`config.mk`:
```
export PLATFORM = sky130hd
export DESIGN_NAME = fm7_subhalt_ctrl
export DESIGN_NICKNAME = d
export VERILOG_FILES = /design/src/rtl/fm7_subhalt_pkg.sv /design/src/rtl/fm7_strobe_edge.sv /design/src/rtl/fm7_subhalt_ctrl.sv
export SDC_FILE = /design/constraint.sdc
export NUM_CORES = 1
export LEC_CHECK = 0
export CAP_MARGIN = 10
export CORE_ASPECT_RATIO = 0.7
export CORE_MARGIN = 2
export CORE_UTILIZATION = 35
export CTS_CLUSTER_SIZE = 10
export DETAILED_ROUTE_END_ITERATION = 12
export PLACE_DENSITY = 0.8
export RECOVER_POWER = 50
export SETUP_SLACK_MARGIN = 0.2
export SLEW_MARGIN = 20
export SYNTH_ARGS = -nofsm -noshare
export SYNTH_HDL_FRONTEND = slang
export SYNTH_SLANG_ARGS = --single-unit
```
`constraint.sdc`:
```
create_clock -name CLK -period 1.65 [get_ports CLK]
set_clock_uncertainty 0.1 [all_clocks]
set_input_delay 0.2475 -clock CLK [delete_from_list [all_inputs] [get_ports CLK]]
set_output_delay 0.2475 -clock CLK [all_outputs]
set_load 0.05 [all_outputs]
```
`src/rtl/fm7_subhalt_pkg.sv`:
```
// Shared types and constants for the FM-7 $FD05 sub-CPU halt controller.
package fm7_subhalt_pkg;

  typedef enum logic [1:0] {
    ST_RUN    = 2'd0,
    ST_REQ    = 2'd1,
    ST_HALTED = 2'd2,
    ST_REL    = 2'd3
  } subhalt_state_t;

  // $FD05 bit positions (write: command bits, read: status bits)
  localparam int FD05_HALT_BIT   = 7;
  localparam int FD05_CANCEL_BIT = 6;
  localparam int FD05_TMO_BIT    = 0;

  // Status bits 5..1 always read back as 1
  localparam logic [7:0] STATUS_ONES = 8'h3E;

endpackage

```
`src/rtl/fm7_strobe_edge.sv`:
```
// CE-qualified falling-edge detector for an active-low register strobe.
// A strobe held low across many CE cycles yields a single event.
module fm7_strobe_edge (
  input  logic clk_i,
  input  logic rst_n_i,
  input  logic ce_i,
  input  logic strb_n_i,
  output logic evt_o
);

  logic prev_q;

  // Remember the strobe level seen at the previous CE-qualified sample
  always_ff @(posedge clk_i) begin
    if (!rst_n_i) begin
      prev_q <= 1'b1;
    end else if (ce_i) begin
      prev_q <= strb_n_i;
    end
  end

  assign evt_o = ce_i & ~strb_n_i & prev_q;

endmodule

```
`src/rtl/fm7_subhalt_ctrl.sv`:
```
// FM-7 main/sub CPU halt handshake through $FD05 plus shared-RAM grant.
// Optional build macro SUBHALT_TIMEOUT_EN adds a halt-request timeout
// that forces a release and raises STATUS[0].
//
// state  | meaning
// RUN    | sub CPU running, sub owns shared RAM
// REQ    | HALTn asserted, filtering BA/BS for a halt acknowledge
// HALTED | sub halted, main owns shared RAM
// REL    | HALTn released, waiting for sub BA to drop
module fm7_subhalt_ctrl #(
  parameter int ACK_FILT    = 2,
  parameter int TIMEOUT_CYC = 4096
) (
  input  logic       CLK,
  input  logic       RSTn,
  input  logic       CE,
  input  logic       WFD05n,
  input  logic       RFD05n,
  input  logic [7:0] DIN,
  input  logic       SUB_BA,
  input  logic       SUB_BS,
  input  logic       SUB_BUSY_SET,
  input  logic       SUB_BUSY_CLR,
  input  logic       SUB_CANCEL_ACK,
  output logic       SUB_HALTn,
  output logic       SHRAM_GNT,
  output logic       CANCEL_IRQ,
  output logic [7:0] STATUS,
  output logic       STAT_RD
);

  import fm7_subhalt_pkg::*;

  localparam logic [2:0] ACK_LAST = 3'(ACK_FILT - 1);

  subhalt_state_t state_q, state_d;
  logic           pend_q, pend_d;
  logic [2:0]     ack_cnt_q, ack_cnt_d;
  logic           busy_q, irq_q, stat_rd_q;
  logic           tmo_q;
  logic           wr_evt, rd_evt;
  logic           halt_req, release_req, sub_ack, ack_done;
  logic [7:0]     status_c;
  logic           unused_din;

  fm7_strobe_edge u_wr_edge (
    .clk_i    (CLK),
    .rst_n_i  (RSTn),
    .ce_i     (CE),
    .strb_n_i (WFD05n),
    .evt_o    (wr_evt)
  );

  fm7_strobe_edge u_rd_edge (
    .clk_i    (CLK),
    .rst_n_i  (RSTn),
    .ce_i     (CE),
    .strb_n_i (RFD05n),
    .evt_o    (rd_evt)
  );

  assign halt_req    = wr_evt &  DIN[FD05_HALT_BIT];
  assign release_req = wr_evt & ~DIN[FD05_HALT_BIT];
  assign sub_ack     = SUB_BA & SUB_BS;
  assign ack_done    = sub_ack & (ack_cnt_q == ACK_LAST);
  assign unused_din  = ^DIN[5:0];

`ifdef SUBHALT_TIMEOUT_EN
  localparam int TW = (TIMEOUT_CYC > 8192) ? $clog2(TIMEOUT_CYC) : 13;
  localparam logic [TW-1:0] TMO_LOAD = TW'(TIMEOUT_CYC - 1);

  logic [TW-1:0] tmo_cnt_q;
  logic          tmo_d;
  logic          tmo_expire;

  assign tmo_expire = (tmo_cnt_q == '0);

  // Down-counter reloaded outside REQ, so every REQ entry starts a full window
  always_ff @(posedge CLK) begin
    if (!RSTn || state_q != ST_REQ) begin
      tmo_cnt_q <= TMO_LOAD;
    end else if (!tmo_expire) begin
      tmo_cnt_q <= tmo_cnt_q - 1'b1;
    end
  end

  // Timeout flag register
  always_ff @(posedge CLK) begin
    if (!RSTn) tmo_q <= 1'b0;
    else       tmo_q <= tmo_d;
  end
`else
  assign tmo_q = 1'b0;
`endif

  // State and handshake registers
  always_ff @(posedge CLK) begin
    if (!RSTn) begin
      state_q   <= ST_RUN;
      pend_q    <= 1'b0;
      ack_cnt_q <= '0;
    end else begin
      state_q   <= state_d;
      pend_q    <= pend_d;
      ack_cnt_q <= ack_cnt_d;
    end
  end

  // Next-state logic; ack counter is zero whenever not counting in REQ
  always_comb begin
    state_d   = state_q;
    pend_d    = pend_q;
    ack_cnt_d = '0;
`ifdef SUBHALT_TIMEOUT_EN
    tmo_d     = halt_req ? 1'b0 : tmo_q;
`endif
    case (state_q)
      ST_RUN: begin
        if (release_req) begin
          pend_d = 1'b0;
        end else if (halt_req || pend_q) begin
          state_d = ST_REQ;
          pend_d  = 1'b0;
        end
      end
      ST_REQ: begin
        if (release_req) begin
          state_d = ST_REL;
        end else if (ack_done) begin
          state_d = ST_HALTED;
        end else begin
          if (sub_ack) ack_cnt_d = ack_cnt_q + 3'd1;
`ifdef SUBHALT_TIMEOUT_EN
          if (tmo_expire) begin
            state_d = ST_REL;
            tmo_d   = 1'b1;
          end
`endif
        end
      end
      ST_HALTED: begin
        if (release_req) state_d = ST_REL;
      end
      ST_REL: begin
        if (halt_req) pend_d = 1'b1;
        if (!SUB_BA)  state_d = ST_RUN;
      end
      default: state_d = ST_RUN;
    endcase
  end

  // Busy flag, cancel interrupt and read pulse; set beats clear in both flags
  always_ff @(posedge CLK) begin
    if (!RSTn) begin
      busy_q    <= 1'b1;
      irq_q     <= 1'b0;
      stat_rd_q <= 1'b0;
    end else begin
      if (SUB_BUSY_SET)      busy_q <= 1'b1;
      else if (SUB_BUSY_CLR) busy_q <= 1'b0;
      if (wr_evt && DIN[FD05_CANCEL_BIT]) irq_q <= 1'b1;
      else if (SUB_CANCEL_ACK)            irq_q <= 1'b0;
      stat_rd_q <= rd_evt;
    end
  end

  // $FD05 read value
  always_comb begin
    status_c                  = STATUS_ONES;
    status_c[FD05_HALT_BIT]   = busy_q | (state_q != ST_RUN);
    status_c[FD05_CANCEL_BIT] = irq_q;
    status_c[FD05_TMO_BIT]    = tmo_q;
  end

  assign SUB_HALTn  = ~((state_q == ST_REQ) | (state_q == ST_HALTED));
  assign SHRAM_GNT  = (state_q == ST_HALTED);
  assign CANCEL_IRQ = irq_q;
  assign STATUS     = status_c;
  assign STAT_RD    = stat_rd_q;

endmodule
```
==> metrics.txt, run 1 <==
DR vias 540; clock power share 15.3%; VDD IR-drop max 0.00120 V; number of nets still failing antenna checks after routing 0; longest individual stage delay on the worst path 360 ps; clock insertion delay at the later pin of the skew report 270 ps; buffer type at the clock tree root sky130_fd_sc_hd__clkbuf_4; final core area utilization 53.0%; number of cells on the worst hold path 3; Initial Utilization 36.2%; pin count of the biggest net entering global routing 10; critical path's top delay family flip-flops; normalized max-slew margin 60.6%; number of logic stages on the critical path including buffering 4; hold_buf cts 0; maximum number of buffers from clock root to sink 2; die width 55.9 um; Final min period 1480 ps; Comb power frac 58.0%; area post-placement 881 um^2; layout net count 122; leakage power 0.405 nW; Max Transition Viols Final 0; Seq pwr share 26.7%; worst hold path type input pin to flop; WS Path Type flop to primary output; R2R cell count 6; global-route wire length before repair 2140 um; total routing usage reported by global routing 12.8%; RSZ-0062 raised after global routing yes; number of DRC markers after the initial detailed-route iteration 2; Synth Flop Type sky130_fd_sc_hd__dfxtp_1; detailed placer's ending HPWL 937 um; DR vias/cell 4.58; FF/Latch Area 228 um^2; Worst-path clk slew 70 ps; Area contributors post-synth sky130_fd_sc_hd__dfxtp_1 (33%), sky130_fd_sc_hd__ha_1 (13%), sky130_fd_sc_hd__buf_4 (8.0%); most used standard cells in the synthesized netlist sky130_fd_sc_hd__dfxtp_1 (11), sky130_fd_sc_hd__buf_4 (7), sky130_fd_sc_hd__ha_1 (7), sky130_fd_sc_hd__inv_1 (7), sky130_fd_sc_hd__nand2_1 (5); wirelength, routed 1260 um; cell area after layout 966 um^2; measured slew at the worst slew-check pin 593 ps; result of the run finished, final reports clean; number of instances in the synthesized netlist 72; Final Power 0.00120 W; cell taking the most area after synthesis sky130_fd_sc_hd__dfxtp_1; area of the mapped netlist 659 um^2; setup tns final 0 ps; htree depth 1; most frequent cell after synthesis sky130_fd_sc_hd__dfxtp_1; WP data arrival 1130 ps; Pre-Repair DR Iteration Count 3; total power per unit cell area 1240 nW/um^2; startpoint type of the worst setup path flop; share of final-layout standard cells stronger than drive strength 1 29.2%; TritonCTS clock tree built; Setup Viol. Count Final 0; Floorplan Core Area 1820 um^2; ANT cells 0; clock buffers created by TritonCTS 3; via count of the first global-routing pass 517; final weighted congestion in routability-driven placement 0.680; number of register bits inferred by synthesis 11; switching pwr 0.000478 W; max-capacitance violation count 0; TritonCTS sink count 11; count of buffering cells on the critical path with inverters included 3; die area 2250 um^2; synth unique cells 27; grt total ovfl 0; library cell contributing the largest single delay on the critical path sky130_fd_sc_hd__dfxtp_2; Port Buffers 17; number of rows created at floorplan 13; Worst EP required 1300 ps; period utilisation layout 89.8%; part of the Yosys area used for sequential elements 33.4%; Crit Path Max Fanout 5; highest achievable clock rate 0.675 GHz; mean cell area of the mapped netlist 9.16 um^2; I/O pin total 30; internal power consumption 0.000720 W; switching power share of the total 39.9%; share of synthesized registers carrying an async set or reset 0%; average wire length per cell after detail routing 10.7 um; area growth from synthesis to layout 46.5%; Residual DRC 0; final hold vios 0; multi-input gate area in the final layout 428 um^2; worst-case hold slack 303 ps; number of flops mapped to enable cells by yosys 0; FILL cells 177; CP Cell Sequence inv_4, ha_4, inv_2, buf_12; Synth warnings 0; vertical die dimension 40.3 um; kind of end point of the critical path primary output; number of antenna violations at the first check in global routing 0; proportion of netlist area held by the largest area contributor 33.4%
## routing by layer
layer	vias up	part of all wire [%]	global-route usage (%)
met5	-	0	0
met4	0	0	1.79
met1	247	50	15.3
met3	0	6.7	5.81
li1	277	-	-
met2	16	44	22.6
## cell families after synthesis
group / after synthesis / synth area share, %
adders and majority gates: 7 / 13.3
buffers and inverters: 15 / 12.5
xor gates and xnor gates: 1 / 1.33
muxes: 3 / 4.55
other: 2 / 1.14
DFF: 11 / 33.4
AOI/OAI and AO/OA: 11 / 12.7
and+or+nand+nor: 22 / 21.1
## path summary, 6_finish.rpt
| kind | startpoint | end | slack [ps] |
|---|---|---|---|
| setup / recovery | state_q[0] | SUB_HALTn | 170 |
| hold / removal | WFD05n | u_wr_edge.prev_q | 300 |
| setup reg to reg | ack_cnt_q[1] | state_q[1] | 210 |
| hold reg to reg | ack_cnt_q[0] | ack_cnt_q[0] | 320 |
## worst register-to-register path, cell delays in order (launching register included)
cell and delay (ps):
sky130_fd_sc_hd__dfxtp_2 330, sky130_fd_sc_hd__inv_1 40, sky130_fd_sc_hd__ha_2 170, sky130_fd_sc_hd__nand4b_1 130, sky130_fd_sc_hd__a21oi_2 70, sky130_fd_sc_hd__o211ai_1 300
sky130_fd_sc_hd__mux2i_1 240
## per-stage QoR
stage,cells,setup slack (ps)
global route,118,117
CTS,118,173
detailed placement,111,-139
floorplan,76,199
finish,118,169
global placement,111,-118
## repair_timing
action | CTS | global route
buffers inserted | 3 | 0
gates resized for setup | 11 | 7
endpoints found under the setup margin | 5 | 5
pin swaps | 2 | 3
## placed cells by master, fill, tap and decap left out, drive strengths merged
cell / instances
and3b: 1
nor2: 4
nor3b: 1
nand4: 1
a211o: 1
and4b: 1
buf: 9
clkbuf: 8
xnor2: 1
dlygate4sd2: 2
and4bb: 1
a211oi: 2
ha: 7
dlygate4sd3: 1
nand4b: 2
nor2b: 3
nand2: 5
a21oi: 3
o211ai: 2
o21a: 1
dfxtp: 11
conb: 6
clkdlybuf4s50: 8
nand3b: 1
o31ai: 1
inv: 7
nand2b: 2
mux2i: 3
o211a: 1
## flip-flops by register name, summed over array words and instances, names as in the netlist
| name | cells |
|---|---|
| busy_q | 1 |
| u_wr_edge.prev_q | 1 |
| pend_q | 1 |
| state_q | 2 |
| u_rd_edge.prev_q | 1 |
| CANCEL_IRQ | 1 |
| ack_cnt_q | 3 |
| STAT_RD | 1 |
## power groups by stage
stage	combinational [W]	sequential [W]	clock, W
after global routing	0.000747	0.000322	0.000198
final	0.000695	0.000319	0.000183
after global placement	0.000533	0.000323	0
after floorplan	0.000353	0.000325	0
after CTS	0.000658	0.000318	0.000190
after detailed placement	0.000538	0.000326	0
## cell type report
type,count,area share [%]
tap,22,2.85
inverter,7,2.98
clock buffer,4,2.72
sequential,11,23.6
timing repair buffer,24,23.6
multi-input combinational,50,44.3
Power figures use the tool's default switching activity.
==> inputs of run 2 (changes only) <==
CORE_ASPECT_RATIO = not set   (was 0.7)
CORE_UTILIZATION = 40   (was 35)
PLACE_DENSITY = 0.89   (was 0.8)
==> run 2 against run 1 <==
Net effect:
- non-clock buffer count is 1 higher
- total power is 1.9% higher
- utilization is 11 points higher
- largest power group unchanged
- flip-flop and latch count stayed put
- sequential share of layout area is 0.083 points lower
- critical path depth stayed put
- clock power is 2% higher
- combinational power is 3% higher
- largest cell class unchanged
- fmax is 0.52% lower
==> metrics.txt, run 2 (same netlist as run 1, synthesis figures left out) <==
result of the run finished, final reports clean (unchanged); Worst-path clk slew 70 ps (about the same); largest registers in the final layout ack_cnt_q (3), state_q (2) (unchanged); detailed-route wire length on metal 1 549 um (was 627 um); highest achievable clock rate 0.672 GHz (was 0.675 GHz); Max Transition Viols Final 0 (unchanged); ANT cells 0 (unchanged); kind of end point of the critical path primary output (unchanged); FILL cells 143 (was 177); Biggest register ack_cnt_q (unchanged); Crit Path Max Fanout 5 (unchanged); I/O pin total 30 (unchanged); filler-free cell count of the finished design 113 (was 118); clock buffers created by TritonCTS 3 (unchanged); Final Power 0.00122 W (was 0.00120 W); clock insertion delay at the later pin of the skew report 270 ps (about the same); number of antenna violations at the first check in global routing 0 (unchanged); period utilisation layout 90.3% (was 89.8%); WS Path Type flop to primary output (unchanged); via count of the first global-routing pass 508 (was 517); die width 44.6 um (was 55.9 um); Seq pwr share 26.3% (was 26.7%); leakage power 0.418 nW (was 0.405 nW); share of final-layout standard cells stronger than drive strength 1 32.0% (was 29.2%); Floorplan Core Area 1520 um^2 (was 1820 um^2); DR vias/cell 5.13 (was 4.58); Final min period 1490 ps (was 1480 ps); max-capacitance violation count 0 (unchanged); layout net count 123 (was 122); total placed cells including tap cells 105 (was 111); Comb power frac 58.4% (was 58.0%); grt total ovfl 0 (unchanged); final hold vios 0 (unchanged); RSZ-0062 raised after global routing yes (unchanged); launch instance of the worst register-to-register path state_q[0] (was ack_cnt_q[1]); measured slew at the worst slew-check pin 596 ps (was 593 ps); global-route wire length before repair 2110 um (was 2140 um); total routing usage reported by global routing 15.6% (was 12.8%); worst hold path type input pin to flop (unchanged); clock power share 15.3% (about the same); FF/Latch Area 229 um^2 (was 228 um^2); TritonCTS clock tree built (unchanged); number of nets still failing antenna checks after routing 0 (unchanged); VDD IR-drop max 0.000982 V (was 0.00120 V); buffer type at the clock tree root sky130_fd_sc_hd__clkbuf_4 (unchanged); startpoint type of the worst setup path flop (unchanged); hold_buf cts 0 (unchanged); capture endpoint of the worst hold path u_wr_edge.prev_q (unchanged); wirelength, routed 1400 um (was 1260 um); setup tns final 0 ps (unchanged); Worst EP required 1300 ps (about the same); r2r setup slk 210 ps (about the same); number of cells on the worst hold path 3 (unchanged); routed length on met2 720 um (was 550 um); Residual DRC 0 (unchanged); most frequent standard cell in the layout excluding fill and tap cells sky130_fd_sc_hd__clkdlybuf4s50_1 (unchanged); CP Cell Sequence inv_4, ha_4, inv_2, buf_12 (unchanged); htree depth 1 (unchanged); Max Used Layer met4 (was met3); Port Buffers 17 (unchanged); normalized max-slew margin 60.5% (was 60.6%); die area 1990 um^2 (was 2250 um^2); DR vias 580 (was 540); worst setup slack before clock tree synthesis -147 ps (was -139 ps); switching pwr 0.000497 W (was 0.000478 W); longest individual stage delay on the worst path 360 ps (about the same); Initial Utilization 43.3% (was 36.2%); met3 wire len 91 um (was 85 um); top library cells by usage in the layout, fill and taps aside sky130_fd_sc_hd__clkdlybuf4s50_1 (8), sky130_fd_sc_hd__dfxtp_1 (6), sky130_fd_sc_hd__conb_1 (6), sky130_fd_sc_hd__buf_4 (6) (was sky130_fd_sc_hd__clkdlybuf4s50_1 (8), sky130_fd_sc_hd__dfxtp_1 (7), sky130_fd_sc_hd__conb_1 (6), sky130_fd_sc_hd__buf_4 (6)); switching power share of the total 40.7% (was 39.9%); library cell contributing the largest single delay on the critical path sky130_fd_sc_hd__dfxtp_2 (unchanged); average wire length per cell after detail routing 12.4 um (was 10.7 um); number of rows created at floorplan 14 (was 13); multi-input gate area in the final layout 425 um^2 (was 428 um^2); pin count of the biggest net entering global routing 10 (unchanged); vertical die dimension 44.6 um (was 40.3 um); internal power consumption 0.000724 W (was 0.000720 W); total power per unit cell area 1250 nW/um^2 (was 1240 nW/um^2); number of DRC markers after the initial detailed-route iteration 6 (was 2); worst reg2reg endpoint state_q[0] (was state_q[1]); R2R cell count 6 (unchanged); Pre-Repair DR Iteration Count 4 (was 3); Setup Viol. Count Final 0 (unchanged); startpoint of the most critical hold path WFD05n (unchanged); flip-flop count of the largest register, all copies and words added 3 (unchanged); WP data arrival 1140 ps (was 1130 ps); TritonCTS sink count 11 (unchanged); final weighted congestion in routability-driven placement 0.768 (was 0.680); setup ws final 161 ps (was 169 ps); maximum number of buffers from clock root to sink 2 (unchanged); area growth from synthesis to layout 47.8% (was 46.5%); detailed placer's ending HPWL 969 um (was 937 um)
-- run 2: power by group through the flow --
| stage | sequential (W) | clock, W | combinational (W) |
|---|---|---|---|
| CTS | 0.000316 | 0.000191 | 0.000668 |
| global placement | 0.000321 | 0 | 0.000531 |
| floorplan | 0.000325 | 0 | 0.000353 |
| global route | 0.000324 | 0.000209 | 0.000757 |
| finish | 0.000321 | 0.000187 | 0.000713 |
| detailed placement | 0.000324 | 0 | 0.000543 |
-- run 2: stage by stage --
stage / hold slack [ps] / utilization (%) / instance area, um^2
after CTS: 298 / 62.4 / 951
final: 310 / 64.0 / 975
after floorplan: 253 / - / 687
after global routing: 318 / 64.0 / 975
after global placement: 333 / 57.3 / 873
after detailed placement: 349 / 57.3 / 873
-- run 2: what timing repair did --
| action | in CTS | in global routing |
|---|---|---|
| resized for setup | 11 | 11 |
| setup buffers | 3 | 1 |
| endpoints found under the setup margin | 5 | 5 |
| pin swaps | 3 | 5 |
-- run 2: worst max path at each step --
stage	start	to	slack, ps	cells past startpoint
6_report	state_q[0]	SUB_HALTn	160	4
5_1_grt	state_q[0]	SUB_HALTn	120	4
4_1_cts	state_q[0]	SUB_HALTn	170	4
3_5_place_dp	WFD05n	state_q[0]	-150	5
3_3_place_gp	WFD05n	state_q[0]	-120	5
2_1_floorplan	state_q[0]	SUB_HALTn	200	3
-- run 2: cell type report --
| class | count | area share (%) |
|---|---|---|
| Inverter | 7 | 3.21 |
| Tap cell | 16 | 2.05 |
| Sequential cell | 11 | 23.5 |
| Timing Repair Buffer | 25 | 24.9 |
| Multi-Input combinational cell | 50 | 43.6 |
| Clock buffer | 4 | 2.70 |
-- run 2: worst max-delay path, delay by kind of cell, from the launching register on --
family	cells	cell delay [ps]
flip-flops	1	360
buffers and inverters	3	250
adder cells (fa/ha/maj)	1	270
-- run 2: metal layers --
metal	up-vias	track usage, %
li1	283	-
met1	272	16.0
met3	4	3.67
met4	0	12.7
met2	21	26.7
met5	-	0
